===== src/rtl/serial_adder_16bit.sv =====
// Bit-serial 16-bit two's-complement adder: one full-adder slice plus a carry flop, LSB first over 16 cycles.
// Optional feature: define SERIAL_ADDER_SATURATE_EN to clamp sum to the signed range on overflow.
module serial_adder_16bit (
  input  logic        clk,
  input  logic        rst,
  input  logic        start,
  input  logic [15:0] A,
  input  logic [15:0] B,
  output logic [15:0] sum,
  output logic        overflow,
  output logic        busy,
  output logic        done
);

  typedef enum logic [1:0] {IDLE = 2'd0, SHIFT = 2'd1, DONE = 2'd2} state_t;

  state_t             state_q, state_d;
  logic        [15:0] ra_q, rb_q, ps_q;
  logic        [3:0]  cnt_q;
  logic               c_q;
  logic signed [15:0] sum_q;
  logic               ovf_q;

  logic               s_bit, c_next, last_bit, ovf_d;
  logic signed [15:0] result_d, sum_d;

`ifdef SERIAL_ADDER_SATURATE_EN
  function automatic logic signed [15:0] saturate(input logic signed [15:0] val,
                                                  input logic ovf,
                                                  input logic a_sign);
    if (!ovf)
      return val;
    return a_sign ? 16'sh8000 : 16'sh7FFF;
  endfunction
`endif

  assign s_bit    = ra_q[0] ^ rb_q[0] ^ c_q;
  assign c_next   = (ra_q[0] & rb_q[0]) | (ra_q[0] & c_q) | (rb_q[0] & c_q);
  assign last_bit = (state_q == SHIFT) && (cnt_q == 4'd15);
  assign result_d = {s_bit, ps_q[15:1]};
  // On the final bit ra_q[0]/rb_q[0] are the latched operand sign bits.
  assign ovf_d    = (ra_q[0] == rb_q[0]) && (s_bit != ra_q[0]);

`ifdef SERIAL_ADDER_SATURATE_EN
  assign sum_d = saturate(result_d, ovf_d, ra_q[0]);
`else
  assign sum_d = result_d;
`endif

  always_ff @(posedge clk or posedge rst) begin
    if (rst)
      state_q <= IDLE;
    else
      state_q <= state_d;
  end

  always_comb begin
    state_d = state_q;
    case (state_q)
      IDLE:    if (start) state_d = SHIFT;
      SHIFT:   if (cnt_q == 4'd15) state_d = DONE;
      DONE:    state_d = IDLE;
      default: state_d = IDLE;
    endcase
  end

  always_comb begin
    busy     = (state_q == SHIFT);
    done     = (state_q == DONE);
    sum      = sum_q;
    overflow = ovf_q;
  end

  always_ff @(posedge clk or posedge rst) begin
    if (rst) begin
      ra_q  <= '0;
      rb_q  <= '0;
      ps_q  <= '0;
      cnt_q <= '0;
      c_q   <= 1'b0;
      sum_q <= '0;
      ovf_q <= 1'b0;
    end else begin
      if (state_q == IDLE && start) begin
        ra_q  <= A;
        rb_q  <= B;
        ps_q  <= '0;
        cnt_q <= '0;
        c_q   <= 1'b0;
      end else if (state_q == SHIFT) begin
        ra_q  <= {1'b0, ra_q[15:1]};
        rb_q  <= {1'b0, rb_q[15:1]};
        ps_q  <= result_d;
        cnt_q <= cnt_q + 4'd1;
        c_q   <= c_next;
      end
      if (last_bit) begin
        sum_q <= sum_d;
        ovf_q <= ovf_d;
      end
    end
  end

endmodule


===== config.mk =====
export PLATFORM = sky130hd
export DESIGN_NAME = serial_adder_16bit
export DESIGN_NICKNAME = d
export VERILOG_FILES = /design/src/rtl/serial_adder_16bit.sv
export SDC_FILE = /design/constraint.sdc
export NUM_CORES = 1
export LEC_CHECK = 0
export CAP_MARGIN = 20
export CORE_MARGIN = 2
export CORE_UTILIZATION = 45
export CTS_BUF_LIST = sky130_fd_sc_hd__clkbuf_4
export DETAILED_ROUTE_END_ITERATION = 10
export DONT_BUFFER_PORTS = 1
export GPL_TIMING_DRIVEN = 0
export PLACE_DENSITY = 0.69
export SETUP_SLACK_MARGIN = 0.3
export SLEW_MARGIN = 15
export SYNTH_ARGS = -nofsm -noshare
export SYNTH_HDL_FRONTEND = slang
export SYNTH_SLANG_ARGS = --single-unit

===== constraint.sdc =====
create_clock -name clk -period 6.83 [get_ports clk]
set_input_delay 1.366 -clock clk [delete_from_list [all_inputs] [get_ports clk]]
set_output_delay 1.366 -clock clk [all_outputs]
set_load 0.05 [all_outputs]

==> flow_summary.yaml, run 1 <==
status:
  outcome: "complete, no violations"
global_route:
  antenna_found_initial: 0
  grt_util_all_layers_pct: 17.6
  grt_pass1_wl_um: 10500
  grt_max_degree: 39
  gr-total-overflow: 0
  grt_pass1_vias: 2177
synthesis:
  yosys_most_used_dff: "dfrtp_1"
  yosys.area.top_type: "dfrtp_1"
  post-synth-top-area-fraction_pct: 56.0
  synth_edf_count: 0
  synthTopCellsByCount: "dfrtp_1, o21ai_0, a22oi_1"
  synth.distinct_cells: 26
  async_flop_share_pct: 100
  yosysMostFrequentCell: "dfrtp_1"
  synth_area_leaders: "dfrtp_1, a22oi_1, nor2b_1, o21ai_0, a22o_1"
  syn_area_per_cell_um2: 11.6
  synth_fp_nets: 311
  yosysWarningCount: 0
  synth-seq-cells: 71
  synth_area_mm2: 0.00317
  ys_seq_area_share_pct: 56.0
  synth_cells: 273
worst_setup_path:
  arrival_ps: 2180
  cp_slowest_cell: "nor2b_1"
  cp_slowest_stage_delay_ps: 820
  critPathRequiredTime_ps: 5460
  crit_top_cell: "clkbuf_1"
  path_buf_inv: 2
  crit_type: "flip-flop to primary output"
  path_cells: "clkbuf_1, clkbuf_1, nor2b_1"
  cpLargestDelayFamily: "simple AND/OR/NAND/NOR gates"
  endpoint_kind: "primary output"
  crit_fanout: 10
  start_kind: "flip-flop"
die:
  start_util_pct: 46.7
  core_mm2: 0.00679
  die_h_um: 88.0
  die_w_um: 88.0
  fp.dieArea_mm2: 0.00774
  io_pins: 54
  rows: 30
cts:
  cts_resized: 0
  clockRootBuffer: "clkbuf_4"
  clkTransAtPathRegs_ps: 110
  cts_tree: "done"
  numCtsBuffers: 9
  clk_path_buf_depth: 2
  ctsHtreeMaxLevel: 3
  clock-sinks: 71
  ctsHoldBuffers: 0
  worst_skew_pair.late_latency_ps: 410
  post_cts_buffers: 0
timing:
  slew_viol_final: 0
  setup_viol_count_final: 0
  maxSlewHeadroom_pct: 34.0
  period_share_pct: 51.9
  timing_hold_violations_final: 0
  fmax_mhz: 282
  rsz0062_at_grt: "no"
  hold_ws_ps: 500
  fin_skew_ps: 9.43
  min_period_ps: 3550
  fin_tns_setup_ps: 0
  tightest_slew_ps: 990
final_layout:
  area_delta_synth_final_pct: 10.3
  antenna_cells: 0
  final_area_mm2: 0.00350
  multiInputGateArea_mm2: 0.00126
  fin_cells: 386
  register_area_mm2: 0.00178
  fillers: 626
  utilization_pct: 51.5
  finalNetCount: 323
  drive_gt1_share_pct: 15.9
hold_path:
  hp-class: "flip-flop to flip-flop"
detailed_routing:
  dr.pass1.iters: 4
  avgRoutedWirePerCell_um: 16.6
  vias: 2175
  drt_iter0_drc: 161
  ant_nets: 0
  finalWirelength_um: 6390
  post-route-drc-count: 0
  viasPerCell: 5.63
place:
  place_area_mm2: 0.00332
  gp_congestion: 0.769
  dp.final_hpwl_um: 4250
  io_buffer_count: 0
  dpl.cell_count: 370
job:
  cap_violations: 0
power_and_ir_drop:
  vdd_drop_max_mv: 0.207
  power.density_mw_per_mm2: 471
  power.leakage_nw: 1.53
## power breakdown
part,internal [W],leakage (nW),switching (W)
clock,0.000188,0.0903,0.000152
combinational,0.000232,0.507,0.000244
sequential,0.000574,0.934,0.000260
total,0.000994,1.53,0.000656
## kinds of logic after synthesis
| logic type | Yosys count | synth area share, % |
|---|---|---|
| xor gates and xnor gates | 1 | 0.276 |
| adders and majority gates | 3 | 1.42 |
| and+or+nand+nor | 44 | 8.28 |
| muxes | 18 | 7.45 |
| buffers and inverters | 25 | 4.34 |
| AOI/OAI and AO/OA | 111 | 22.3 |
| DFF | 71 | 56.0 |
## final timing paths
path / start / end / slack, ps / cells past startpoint
max: state_q[0] / done / 3280 / 3
max in group asynchronous: rst / rb_q[13] / 5470 / 2
min reg2reg: ra_q[12] / ra_q[12] / 500 / 2
min: ra_q[12] / ra_q[12] / 500 / 2
min in group asynchronous: rst / sum[6] / 810 / 1
max reg2reg: state_q[1] / ps_q[5] / 4990 / 5
## worst reg2reg max path: stages (launching register included)
cell,delay [ps]
dfrtp_1,400
buf_6,150
nor2b_4,110
buf_6,140
clkbuf_1,750
a22o_1,240
## per-stage QoR
| step | power, W | setup WS, ps |
|---|---|---|
| after global routing | 0.00176 | 3160 |
| final | 0.00165 | 3280 |
| after detailed placement | 0.00132 | 3740 |
| after global placement | 0.00130 | 2920 |
| after CTS | 0.00166 | 3260 |
| after floorplan | 0.00120 | 3670 |
## layout make-up
cell class                 count  share of cell area (%)
tap                           96                    3.43
clock buffer                  10                    2.14
clock inverter                 6                    3.11
inverter                       2                   0.286
buffer                        23                    3.72
sequential                    71                    50.8
timing repair buffer           1                   0.572
multi-input combinational    177                    36.0
## sequential cells by signal, summed over array words and instances, names as in the netlist
name      cells
sum          16
ra_q         16
cnt_q         4
rb_q         16
c_q           1
ps_q         15
overflow      1
state_q       2
## metal layers
layer / vias to the layer above / wire, µm / GRT usage (%) / share of wire, %
met2: 45 / 2890 / 26.4 / 45
met3: 11 / 362 / 5.37 / 5.7
met4: 0 / 99 / 7.97 / 1.5
met1: 1096 / 3040 / 23.6 / 48
met5: - / 0 / 0 / 0
li1: 1023 / - / - / -
## placed cells by master, fill, tap and decap left out, drive strengths merged
master / synthesis / final
inv: 2 / 2
buf: 8 / 9
clkinvlp: 0 / 2
a41oi: 1 / 1
ha: 2 / 2
fa: 1 / 1
nand3: 1 / 1
o21ai: 34 / 34
a22oi: 30 / 30
a211oi: 1 / 1
o21bai: 1 / 1
clkbuf: 15 / 25
nor2: 1 / 1
xnor2: 1 / 1
a21oi: 27 / 27
bufinv: 0 / 3
mux2: 18 / 18
dfrtp: 71 / 71
nand2: 9 / 9
nor3b: 1 / 1
nor2b: 30 / 30
nand4: 1 / 1
clkinv: 0 / 1
and4: 1 / 1
a22o: 17 / 17
No activity file was read; power rests on OpenSTA's default activity.
==> inputs of run 2 (changes only) <==
Clock period 6.83 ns to 3.5 ns, I/O delays scaled along.
==> results of run 2 <==
The final DEF is identical to that of run 1. Status: complete, no violations.
Among the figures that moved: setup slack after placement 3740 ps -> 1080 ps; clock-pin slew on the worst setup and hold paths 110 ps -> 120 ps; setup slack after layout 3280 ps -> 620 ps; hold slack 500 ps -> 147 ps; register-to-register setup slack 4990 ps -> 1660 ps; total power 0.00165 W -> 0.00322 W; worst IR drop on VDD 0.207 mV -> 0.404 mV
==> inputs of run 3 (changes only) <==
Clock period 3.5 ns to 2.7 ns, I/O delays scaled along.
==> flow_summary.yaml, run 3 (synthesis results as in run 1) <==
global_route:
  gr-total-overflow: 0
  antenna_found_initial: 0
  grt_pass1_vias: 2177
  grt_util_all_layers_pct: 17.6
  grt_pass1_wl_um: 10500
  grt_max_degree: 39
timing:
  maxSlewHeadroom_pct: 66.8
  tightest_slew_ps: 498
  timing_hold_violations_final: 0
  fmax_mhz: 435
  fin_tns_setup_ps: 0
  slew_viol_final: 0
  hold_ws_ps: 317
  rsz0062_at_grt: "no"
  setup_viol_count_final: 0
  period_share_pct: 85.2
  min_period_ps: 2300
  fin_skew_ps: 8.98
worst_setup_path:
  crit_type: "flip-flop to primary output"
  critPathRequiredTime_ps: 2160
  crit_fanout: 10
  arrival_ps: 1760
  endpoint_kind: "primary output"
  start_kind: "flip-flop"
  path_cells: "buf_6, clkbuf_1, nor2b_4"
  cp_slowest_stage_delay_ps: 440
  cp_slowest_cell: "nor2b_4"
  rr_worst_depth: 7
final_layout:
  final_common_cell: "dfrtp_1"
  layout_common_cells: "dfrtp_1, o21ai_0, a22oi_1"
  finalNetCount: 324
  drive_gt1_share_pct: 16.8
  area_delta_synth_final_pct: 10.9
  antenna_cells: 0
  fillers: 624
cts:
  clk_path_buf_depth: 2
  worst_skew_pair.late_latency_ps: 420
  clock-sinks: 71
  ctsHtreeMaxLevel: 3
  cts_tree: "done"
  clkTransAtPathRegs_ps: 110
  clockRootBuffer: "clkbuf_4"
  post_cts_buffers: 0
  numCtsBuffers: 9
job:
  cap_violations: 0
detailed_routing:
  viasPerCell: 5.61
  dr.pass1.iters: 4
  finalWirelength_um: 6390
  avgRoutedWirePerCell_um: 16.5
  post-route-drc-count: 0
  vias: 2172
  drt_iter0_drc: 166
  ant_nets: 0
die:
  die_h_um: 88.0
  rows: 30
  fp.dieArea_mm2: 0.00774
  die_w_um: 88.0
  core_mm2: 0.00679
  start_util_pct: 46.7
  io_pins: 54
power_and_ir_drop:
  power.density_mw_per_mm2: 1190
  vdd_drop_max_mv: 0.550
  power.leakage_nw: 1.54
place:
  gp_congestion: 0.769
  dp.final_hpwl_um: 4250
  io_buffer_count: 0
hold_path:
  hold-path-cell-count: 2
  hp-class: "input pin to flip-flop"
status:
  outcome: "complete, no violations"
run 3: changes by cell type in the layout (fill, tap and decap cells not counted), sizes merged:
cell,change
dlygate4sd3,+1
run 3: repair_timing:
| action | CTS | global route |
|---|---|---|
| gates resized for setup | 2 | 3 |
| endpoints found under the hold margin | 33 | 0 |
| endpoints found under the setup margin | 2 | 1 |
| hold buffers | 1 | 0 |
run 3: worst max-delay path: cells and delay by family (launching register included):
kind | cells | cell delay, ps
buffers and inverters | 2 | 540
flip-flops | 1 | 370
AND/OR/NAND/NOR | 1 | 440
run 3: cell type report:
type,count,area [µm²],share of cell area (%)
flip-flops and latches,71,1780,50.5
multi-input cells,177,1270,36.0
plain buffers,23,133,3.77
well taps,96,120,3.41
clock inverters,6,109,3.09
clock buffers,10,75.1,2.13
repair buffers,2,30.0,0.853
inverters,2,10.0,0.284
run 3: report_power, final:
| part | switching, W | internal, W |
|---|---|---|
| registers | 0.000658 | 0.00145 |
| logic | 0.000620 | 0.000592 |
| clock network | 0.000384 | 0.000476 |
run 3: layer usage:
metal | vias to the layer above | wire, µm | global-route usage (%)
met3 | 10 | 369 | 5.37
met1 | 1092 | 3040 | 23.6
li1 | 1025 | - | -
met4 | 0 | 102 | 7.97
met2 | 45 | 2880 | 26.4
met5 | - | 0 | 0
run 3: worst paths after layout:
| check | slack [ps] | to | from |
|---|---|---|---|
| worst min-delay path | 320 | rb_q[1] | B[1] |
| min in group asynchronous | 600 | sum[6] | rst |
| worst max-delay path | 400 | done | state_q[1] |
| max in group asynchronous | 1560 | rb_q[13] | rst |
| worst min register to register | 500 | ra_q[12] | ra_q[12] |
| worst max register to register | 980 | sum[0] | state_q[1] |
run 3: through the flow:
stage | total power (W) | setup slack [ps] | cells | utilization, % | instance area (µm²)
2_1_floorplan | 0.00305 | 363 | 273 | - | 3170
3_3_place_gp | 0.00329 | -388 | 369 | 48.5 | 3290
3_5_place_dp | 0.00335 | 440 | 370 | 48.8 | 3320
4_1_cts | 0.00422 | 179 | 387 | 51.7 | 3510
5_1_grt | 0.00445 | 301 | 387 | 51.8 | 3520
6_report | 0.00418 | 399 | 387 | 51.8 | 3520
